File: src/rtl/sd_cmd_engine_if.sv
// Host-side and CMD-pad-side signals of the SD command engine.
// slave is the engine's view; master is the host/pad side used by a driver or bench.
interface sd_cmd_engine_if;
  logic         send_en;
  logic [5:0]   cmd_index;
  logic [31:0]  cmd_arg;
  logic [1:0]   resp_type;
  logic         ready;
  logic         done;
  logic [135:0] resp;
  logic         timeout;
  logic         crc_err;
  logic         sd_cmd_i;
  logic         sd_cmd_o;
  logic         sd_cmd_oe;
  logic         bit_tick;

  modport slave (
    input  send_en, cmd_index, cmd_arg, resp_type, sd_cmd_i,
    output ready, done, resp, timeout, crc_err, sd_cmd_o, sd_cmd_oe, bit_tick
  );

  modport master (
    output send_en, cmd_index, cmd_arg, resp_type, sd_cmd_i,
    input  ready, done, resp, timeout, crc_err, sd_cmd_o, sd_cmd_oe, bit_tick
  );
endinterface

File: src/rtl/sd_cmd_engine.sv
// SD CMD-line engine: serialises a 48-bit command with on-the-fly CRC7, then captures
// and checks an optional short/long response, with NCR timeout and NCC gap enforcement.
module sd_cmd_engine #(
  parameter int unsigned CLK_DIV = 2,
  parameter int unsigned NCR_MAX = 64,
  parameter int unsigned NCC_MIN = 8
) (
  input logic           clk,
  input logic           reset,
  sd_cmd_engine_if.slave bus
);

  localparam int unsigned DivW    = (CLK_DIV > 1) ? $clog2(CLK_DIV) : 1;
  localparam int unsigned CntMax0 = (NCR_MAX > 135) ? NCR_MAX : 135;
  localparam int unsigned CntMax  = (NCC_MIN > CntMax0) ? NCC_MIN : CntMax0;
  localparam int unsigned CntW    = $clog2(CntMax + 1);

  typedef enum logic [2:0] {StIdle, StTx, StWait, StRx, StGap} state_e;

  state_e          state_q, state_d;
  logic [DivW-1:0] div_q, div_d;
  logic [CntW-1:0] cnt_q, cnt_d;
  logic [39:0]     tx_sr_q, tx_sr_d;
  logic [6:0]      crc_q, crc_d;
  logic [1:0]      type_q, type_d;
  logic [135:0]    resp_q, resp_d;
  logic            timeout_q, timeout_d;
  logic            crc_err_q, crc_err_d;
  logic            done_q, done_d;

  logic            tick;
  logic            tx_bit;
  logic            rx_bit;
  logic [135:0]    resp_shift;
  logic [CntW-1:0] rx_last;
  logic            rx_err;

  function automatic logic [6:0] crc7_step(input logic [6:0] c, input logic b);
    logic fb;
    fb = b ^ c[6];
    return {c[5:0], 1'b0} ^ (fb ? 7'h09 : 7'h00);
  endfunction

  assign tick       = (state_q != StIdle) && (div_q == DivW'(CLK_DIV - 1));
  assign rx_bit     = bus.sd_cmd_i;
  assign resp_shift = {resp_q[134:0], rx_bit};
  assign rx_last    = (type_q == 2'b11) ? CntW'(135) : CntW'(47);

  // Frame bits 47..8 come from the shifter, then the live CRC register, then the end bit.
  assign tx_bit = (cnt_q < CntW'(40)) ? tx_sr_q[39] :
                  (cnt_q < CntW'(47)) ? crc_q[6]    : 1'b1;

  // Evaluated on the final response bit, where resp_shift holds the full frame.
  assign rx_err = !rx_bit ||
                  ((type_q == 2'b11) ? resp_shift[134] : resp_shift[46]) ||
                  ((type_q == 2'b01) && (resp_shift[7:1] != crc_q));

  always_comb begin
    state_d   = state_q;
    div_d     = '0;
    cnt_d     = cnt_q;
    tx_sr_d   = tx_sr_q;
    crc_d     = crc_q;
    type_d    = type_q;
    resp_d    = resp_q;
    timeout_d = timeout_q;
    crc_err_d = crc_err_q;
    done_d    = 1'b0;
    if (state_q != StIdle) div_d = tick ? '0 : div_q + DivW'(1);

    unique case (state_q)
      StIdle: begin
        if (bus.send_en) begin
          tx_sr_d   = {1'b0, 1'b1, bus.cmd_index, bus.cmd_arg};
          type_d    = bus.resp_type;
          resp_d    = '0;
          timeout_d = 1'b0;
          crc_err_d = 1'b0;
          crc_d     = '0;
          cnt_d     = '0;
          state_d   = StTx;
        end
      end
      StTx: begin
        if (tick) begin
          cnt_d = cnt_q + CntW'(1);
          if (cnt_q < CntW'(40)) begin
            crc_d   = crc7_step(crc_q, tx_sr_q[39]);
            tx_sr_d = {tx_sr_q[38:0], 1'b0};
          end else if (cnt_q < CntW'(47)) begin
            crc_d = {crc_q[5:0], 1'b0};
          end else begin
            cnt_d = '0;
            crc_d = '0;
            if (type_q == 2'b00) begin
              done_d  = 1'b1;
              state_d = StGap;
            end else begin
              state_d = StWait;
            end
          end
        end
      end
      StWait: begin
        if (tick) begin
          cnt_d = cnt_q + CntW'(1);
          if ((cnt_q >= CntW'(2)) && !rx_bit) begin
            resp_d  = resp_shift;
            cnt_d   = CntW'(1);
            state_d = StRx;
          end else if (cnt_q == CntW'(NCR_MAX - 1)) begin
            timeout_d = 1'b1;
            done_d    = 1'b1;
            cnt_d     = '0;
            state_d   = StGap;
          end
        end
      end
      StRx: begin
        if (tick) begin
          resp_d = resp_shift;
          cnt_d  = cnt_q + CntW'(1);
          if ((type_q == 2'b01) && (cnt_q < CntW'(40))) crc_d = crc7_step(crc_q, rx_bit);
          if (cnt_q == rx_last) begin
            crc_err_d = rx_err;
            done_d    = 1'b1;
            cnt_d     = '0;
            state_d   = StGap;
          end
        end
      end
      StGap: begin
        if (tick) begin
          cnt_d = cnt_q + CntW'(1);
          if (cnt_q == CntW'(NCC_MIN - 1)) begin
            cnt_d   = '0;
            state_d = StIdle;
          end
        end
      end
      default: state_d = StIdle;
    endcase
  end

  always_ff @(posedge clk or posedge reset) begin
    if (reset) begin
      state_q   <= StIdle;
      div_q     <= '0;
      cnt_q     <= '0;
      tx_sr_q   <= '0;
      crc_q     <= '0;
      type_q    <= '0;
      resp_q    <= '0;
      timeout_q <= 1'b0;
      crc_err_q <= 1'b0;
      done_q    <= 1'b0;
    end else begin
      state_q   <= state_d;
      div_q     <= div_d;
      cnt_q     <= cnt_d;
      tx_sr_q   <= tx_sr_d;
      crc_q     <= crc_d;
      type_q    <= type_d;
      resp_q    <= resp_d;
      timeout_q <= timeout_d;
      crc_err_q <= crc_err_d;
      done_q    <= done_d;
    end
  end

  assign bus.ready     = (state_q == StIdle);
  assign bus.sd_cmd_oe = (state_q == StTx);
  assign bus.sd_cmd_o  = (state_q == StTx) ? tx_bit : 1'b1;
  assign bus.bit_tick  = tick;
  assign bus.resp      = resp_q;
  assign bus.done      = done_q;
  assign bus.timeout   = timeout_q;
  assign bus.crc_err   = crc_err_q;

endmodule

File: src/flat_wrapper.sv
// flat-port wrapper written by rule: the top's interface ports become plain ports
module sd_cmd_engine_flat 
#(
  parameter int unsigned CLK_DIV = 2,
  parameter int unsigned NCR_MAX = 64,
  parameter int unsigned NCC_MIN = 8
)
  (clk, reset, bus_send_en, bus_cmd_index, bus_cmd_arg, bus_resp_type, bus_sd_cmd_i, bus_ready, bus_done, bus_resp, bus_timeout, bus_crc_err, bus_sd_cmd_o, bus_sd_cmd_oe, bus_bit_tick);
  sd_cmd_engine_if bus_i ();
  input logic clk;
  input logic reset;
  input wire logic [$bits(bus_i.send_en)-1:0] bus_send_en;
  input wire logic [$bits(bus_i.cmd_index)-1:0] bus_cmd_index;
  input wire logic [$bits(bus_i.cmd_arg)-1:0] bus_cmd_arg;
  input wire logic [$bits(bus_i.resp_type)-1:0] bus_resp_type;
  input wire logic [$bits(bus_i.sd_cmd_i)-1:0] bus_sd_cmd_i;
  output wire logic [$bits(bus_i.ready)-1:0] bus_ready;
  output wire logic [$bits(bus_i.done)-1:0] bus_done;
  output wire logic [$bits(bus_i.resp)-1:0] bus_resp;
  output wire logic [$bits(bus_i.timeout)-1:0] bus_timeout;
  output wire logic [$bits(bus_i.crc_err)-1:0] bus_crc_err;
  output wire logic [$bits(bus_i.sd_cmd_o)-1:0] bus_sd_cmd_o;
  output wire logic [$bits(bus_i.sd_cmd_oe)-1:0] bus_sd_cmd_oe;
  output wire logic [$bits(bus_i.bit_tick)-1:0] bus_bit_tick;
  assign bus_i.send_en = bus_send_en;
  assign bus_i.cmd_index = bus_cmd_index;
  assign bus_i.cmd_arg = bus_cmd_arg;
  assign bus_i.resp_type = bus_resp_type;
  assign bus_i.sd_cmd_i = bus_sd_cmd_i;
  assign bus_ready = bus_i.ready;
  assign bus_done = bus_i.done;
  assign bus_resp = bus_i.resp;
  assign bus_timeout = bus_i.timeout;
  assign bus_crc_err = bus_i.crc_err;
  assign bus_sd_cmd_o = bus_i.sd_cmd_o;
  assign bus_sd_cmd_oe = bus_i.sd_cmd_oe;
  assign bus_bit_tick = bus_i.bit_tick;
  sd_cmd_engine #(.CLK_DIV(CLK_DIV), .NCR_MAX(NCR_MAX), .NCC_MIN(NCC_MIN)) u_core (.clk(clk), .reset(reset), .bus(bus_i));
endmodule
File: config.mk
export PLATFORM = sky130hd
export DESIGN_NAME = sd_cmd_engine_flat
export DESIGN_NICKNAME = d
export VERILOG_FILES = /design/src/rtl/sd_cmd_engine_if.sv /design/src/rtl/sd_cmd_engine.sv /design/src/flat_wrapper.sv
export SDC_FILE = /design/constraint.sdc
export NUM_CORES = 1
export LEC_CHECK = 0
export ABC_AREA = 1
export ABC_CLOCK_PERIOD_IN_PS = 6700
export BUFFER_PORTS_ARGS = -buffer_cell sky130_fd_sc_hd__buf_4
export CAP_MARGIN = 10
export CORE_AREA = 2 2 131 159
export CTS_CLUSTER_DIAMETER = 120
export DETAILED_ROUTE_END_ITERATION = 6
export DIE_AREA = 0 0 133 161
export PLACE_DENSITY = 0.85
export SYNTH_ARGS = -nofsm -noshare
export SYNTH_HDL_FRONTEND = slang
export SYNTH_SLANG_ARGS = --single-unit
export TNS_END_PERCENT = 20
File: constraint.sdc
create_clock -name clk -period 6.7 [get_ports clk]
set_input_delay 1.34 -clock clk [delete_from_list [all_inputs] [get_ports clk]]
set_output_delay 1.34 -clock clk [all_outputs]
set_load 0.02 [all_outputs]
Word level (Yosys, flattened, before mapping) --
Index checks and enable logic that the tools add are counted.
Storage, ports and cells: register bits after elaboration 200, logic and storage cells 136
Cells by class: add/sub/neg operators 2, $lt $le $gt $ge 3, equal/unequal tests 25, multiplexer cells 68, bitwise logic cells 4, reductions and logical operators 24
Operator list (count):
- $mux 136 | 4
- $pmux 136 s3 | 1
- $mux 40 | 3
- $mux 8 | 12
- $pmux 40 s2 | 1
- $mux 7 | 6
- $pmux 8 s5 | 1
- $mux 3 | 12
- $mux 1 | 21
- $pmux 7 s3 | 1
- $ne 2x1->1 const B | 10
- $lt 8x6->1 const B | 2
- $pmux 3 s5 | 1
- $reduce_and 5->1 | 3
- $xor 7x7->7 | 2
- $reduce_and 10->1 | 1
- $reduce_bool 3->1 | 3
- $add 8x1->8 const B | 1
- $eq 8x3->1 const B | 1
- $eq 8x6->1 const B | 1
- $eq 8x8->1 | 1
- $ge 8x2->1 const B | 1
- $mux 4 | 2
- $ne 2x2->1 const B | 4
- 21 further kinds | 31

Longest topological paths before layout --
depth in word-level cells 7, depth in mapped cells 12, mapped depth without buffers 11

Worst setup path before layout --
No wires, ideal clock.
kind register to output, from register u_core.state_q[1], to output bus_sd_cmd_o, data arrival time 1.373 ns, path slack 3.987 ns, cell stages (with the launch flop) 8, buffers on the path 1, cells stage by stage dfrtp_1 > inv_1 > nand3_1 > buf_4 > inv_2 > nand3_2 > nor3b_1 > nor2_1
On the way: word-level cells in the longest chain between the ends 2
Ends and longest elaborated chain:
- start: declaration | line sd_cmd_engine.sv:20 | state_e state_q, state_d;
- start signal: assignment | line sd_cmd_engine.sv:147 | state_q <= StIdle;
- start signal: assignment | line sd_cmd_engine.sv:158 | state_q <= state_d;
- $eq 3x1->1
- named net bus_sd_cmd_oe | line flat_wrapper.sv:23 | output wire logic [$bits(bus_i.sd_cmd_oe)-1:0] bus_sd_cmd_oe;
- $mux 1 | line sd_cmd_engine.sv:173 | assign bus.sd_cmd_o = (state_q == StTx) ? tx_bit : 1'b1;
- end: declaration | line flat_wrapper.sv:22 | output wire logic [$bits(bus_i.sd_cmd_o)-1:0] bus_sd_cmd_o;
The timed path passes the listed nets, and every way through them passes these cells.

Worst setup path in the final report --
from register u_core.state_q[2], to output bus_sd_cmd_o
On the way: word-level cells in the longest chain between the ends 2
Ends and longest elaborated chain (line):
- $eq 3x1->1 | sd_cmd_engine.sv:173
- $mux 1 | sd_cmd_engine.sv:173
Every way passes these cells.

==> results.json <==
{
  "ys_ff_latch": 200,
  "initial_utilization": 0.494,
  "post-route-period-util": 0.520,
  "first_global_vias": 7466,
  "crit_top_cell": "buf_4",
  "synth_area_per_cell_sq_um": 9.36,
  "grt_overflow": 0,
  "whs_endpoint": "u_core.div_q$_DFF_PP0_",
  "skew_ns": 0.0197,
  "syn_nets": 1095,
  "core_sq_um": 19900,
  "die_w_um": 133,
  "ios": 187,
  "status": "finished, final reports clean",
  "irDropWorstVdd_uv": 371,
  "start_kind": "register",
  "drive_gt1_frac": 0.292,
  "fin_area_sq_um": 11800,
  "finalCriticalPeriod_ns": 3.49,
  "grt.total_usage": 0.212,
  "port_buffers": 186,
  "via_per_inst": 5.43,
  "drt_iter0_drc": 582,
  "hold_violations": 0,
  "slew_headroom": 0.329,
  "tns_ns": 0,
  "yosysWarnings": 0,
  "crit_required_ns": 5.36,
  "rows": 57,
  "wl_mm": 22.5,
  "n_fill_cell": 1696,
  "maxCapViolCount": 0,
  "synth_cells": 1050,
  "grt_pass1_wl_mm": 37.7,
  "detail-route-antenna-nets": 0,
  "p_int_mw": 2.29,
  "power_density_nw_per_um2": 348,
  "area_delta_synth_final_pct": 19.8,
  "hold_class": "reg2reg",
  "antenna_found_initial": 0,
  "pwr-share-clk": 0.253,
  "r2r_start": "u_core.state_q[2]$_DFFE_PP0P_",
  "worst_pin_slew_ns": 1.00,
  "n_antenna_cell": 0,
  "path_cells": "inv_2 -> nand3_2 -> buf_4 -> nor3_1 -> nor2_1 -> buf_4",
  "dieArea_sq_um": 21400,
  "wire_per_inst_um": 15.4,
  "holdBufCountCts": 0,
  "syn_area_sq_um": 9830,
  "setup_viol": 0,
  "crit_family": "buffers and inverters",
  "whs_path_depth": 1,
  "insertion_delay_ns": 0.44,
  "cts_buffers": 17,
  "p_seq_frac": 0.360,
  "crit_arrival_ns": 2.15,
  "hold_start": "u_core.div_q$_DFF_PP0_",
  "leakage_nw": 6.28,
  "rrSetupSlack_ns": 3.40,
  "cts.htree.levels": 4,
  "dp_hpwl_mm": 14.5,
  "drc": 0,
  "r2r-end": "u_core.bus.resp[50]$_DFFE_PP0P_",
  "place_ws_ns": 3.17,
  "cts.sinks": 200,
  "end_kind": "output pin",
  "post-route-util": 0.592,
  "final_nets": 1232,
  "yosysSeqAreaShare": 0.509,
  "first_pass_iters": 7,
  "critPathBufInv": 3,
  "clk_pin_slew_worst_paths_ns": 0.08,
  "slowest_delay_ns": 0.54,
  "placed_area_sq_um": 11100,
  "swShare": 0.440,
  "crit_slowest_cell": "buf_4",
  "p_switching_mw": 1.80,
  "place_congestion": 0.962,
  "cts_resized": 0,
  "cts_buffer_depth": 2,
  "rsz0062_at_grt": "no",
  "root_buffer": "clkbuf_16",
  "grt_start_max_net_pins": 151,
  "rr_worst_depth": 10,
  "crit_type": "reg2out",
  "share_comb_of_total_power": 0.386,
  "path_max_fanout": 44,
  "maxSlewViolCount": 0,
  "die_h_um": 161,
  "synth_cell_types": 35,
  "holdWs_ns": 0.451,
  "num_vias": 7951,
  "clock.fmax_ghz": 0.287,
  "fin_ws_ns": 3.21,
  "cts_tree": "done",
  "cts_setup_buffers": 0
}
[placed cells by master, fill, tap and decap left out, types with 2 or more instances in the layout]
master     Yosys  final
nand2_1      269    269
dfrtp_1      200    200
buf_4          4    190
o21ai_0      176    176
nand3_2      101    102
nand3_1       69     68
mux2i_1       37     37
nor2_1        31     30
inv_1         25     24
o21ai_1       17     17
clkbuf_16      0     17
clkinv_8       0      7
xor2_1         6      6
nor3_1         5      5
inv_2          6      5
xnor2_1        5      5
nand4_1        5      5
inv_6          0      5
a21oi_1        4      4
nor2_4         3      4
nand2_4        3      3
buf_12        11      3
nand2_2        2      2
clkinv_4       0      2
[synth_stat cells]
| master | n | area, sq um |
|---|---|---|
| nand2_4 | 3 | 33.8 |
| nor2_2 | 1 | 6.26 |
| mux2i_1 | 37 | 370 |
| or2_2 | 1 | 6.26 |
| nor2_1 | 31 | 116 |
| clkbuf_2 | 1 | 5.00 |
| o21ai_4 | 1 | 16.3 |
| inv_2 | 6 | 22.5 |
| a21oi_1 | 4 | 20.0 |
| dfrtp_1 | 200 | 5000 |
| nor3b_1 | 1 | 7.51 |
| nor2_4 | 3 | 33.8 |
| buf_4 | 4 | 30.0 |
| buf_6 | 3 | 33.8 |
| nor3_1 | 5 | 25.0 |
| o21ai_1 | 17 | 85.1 |
| nand3_2 | 101 | 1010 |
| clkinv_2 | 1 | 5.00 |
| buf_1 | 4 | 15.0 |
| xor2_1 | 6 | 52.6 |
| buf_2 | 27 | 135 |
| ha_1 | 1 | 12.5 |
| o21ai_0 | 176 | 881 |
| nor2_8 | 1 | 20.0 |
| nand2_2 | 2 | 12.5 |
| o211ai_1 | 1 | 7.51 |
| clkbuf_1 | 26 | 97.6 |
| buf_12 | 11 | 220 |
| nand3_1 | 69 | 345 |
| inv_1 | 25 | 93.8 |
| nand4_1 | 5 | 31.3 |
| xnor2_1 | 5 | 43.8 |
| or2_1 | 1 | 6.26 |
| mux2_2 | 1 | 11.3 |
| nand2_1 | 269 | 1010 |
[worst max-delay path by stage]
stage	startpoint	end	cells past startpoint
2_1_floorplan	reset	u_core.bus.crc_err$_DFFE_PP0P_	1
3_3_place_gp	bus_sd_cmd_i	u_core.bus.timeout$_DFFE_PP0P_	6
3_5_place_dp	bus_sd_cmd_i	u_core.bus.resp[50]$_DFFE_PP0P_	6
4_1_cts	u_core.state_q[2]$_DFFE_PP0P_	bus_sd_cmd_o	6
5_1_grt	u_core.state_q[2]$_DFFE_PP0P_	bus_sd_cmd_o	6
6_report	u_core.state_q[2]$_DFFE_PP0P_	bus_sd_cmd_o	6
[stage by stage]
| step | std cells | power, mW |
|---|---|---|
| after floorplan | 1050 | 2.98 |
| after global placement | 1431 | 3.01 |
| after detailed placement | 1431 | 3.05 |
| after CTS | 1463 | 4.09 |
| after global routing | 1465 | 4.36 |
| final | 1465 | 4.10 |
[layout make-up]
class                      count  area (sq um)  share of cell area
clock buffer                  18           439              0.0373
tap                          265           332              0.0282
clock inverter                14           178              0.0151
timing repair buffer         194          1510               0.129
sequential                   200          5000               0.425
inverter                      32           130              0.0111
multi-input combinational    742          4180               0.355
[worst register-to-register path: cells and delay by family, from the launching register on]
kind / cells / cell delay (ns)
buffers and inverters: 4 / 1.72
AOI/OAI and AO/OA: 2 / 0.49
and+or+nand+nor: 4 / 0.54
DFF: 1 / 0.48
[logic make-up after synthesis]
| group | Yosys count | share of synthesized area |
|---|---|---|
| AO/OA/AOI/OAI | 199 | 0.103 |
| XOR/XNOR | 11 | 0.00980 |
| adder cells (fa/ha/maj) | 1 | 0.00127 |
| buffers and inverters | 108 | 0.0670 |
| flip-flops | 200 | 0.509 |
| multiplexers | 38 | 0.0388 |
| AND/OR/NAND/NOR | 493 | 0.271 |
[per-layer routing]
metal | wire length, um | up-vias | track usage
met2 | 10800 | 252 | 0.326
met4 | 562 | 0 | 0.0797
met3 | 1430 | 39 | 0.0521
met5 | 0 | - | 0
met1 | 9760 | 3869 | 0.292
li1 | - | 3791 | -
[flip-flops by register name, indices dropped and copies added, names as in the netlist]
name,flops
u_core.bus.timeout,1
u_core.div_q,1
u_core.tx_sr_q,40
u_core.type_q,2
u_core.bus.done,1
u_core.bus.crc_err,1
u_core.cnt_q,8
u_core.state_q,3
u_core.crc_q,7
u_core.bus.resp,136
[power by group through the flow]
stage	Combinational [mW]	Sequential, mW	Clock (mW)
after global placement	1.52	1.49	0
after floorplan	1.51	1.47	0
final	1.58	1.48	1.04
after CTS	1.56	1.48	1.06
after global routing	1.75	1.50	1.11
after detailed placement	1.55	1.50	0
Power figures use the tool's default switching activity.
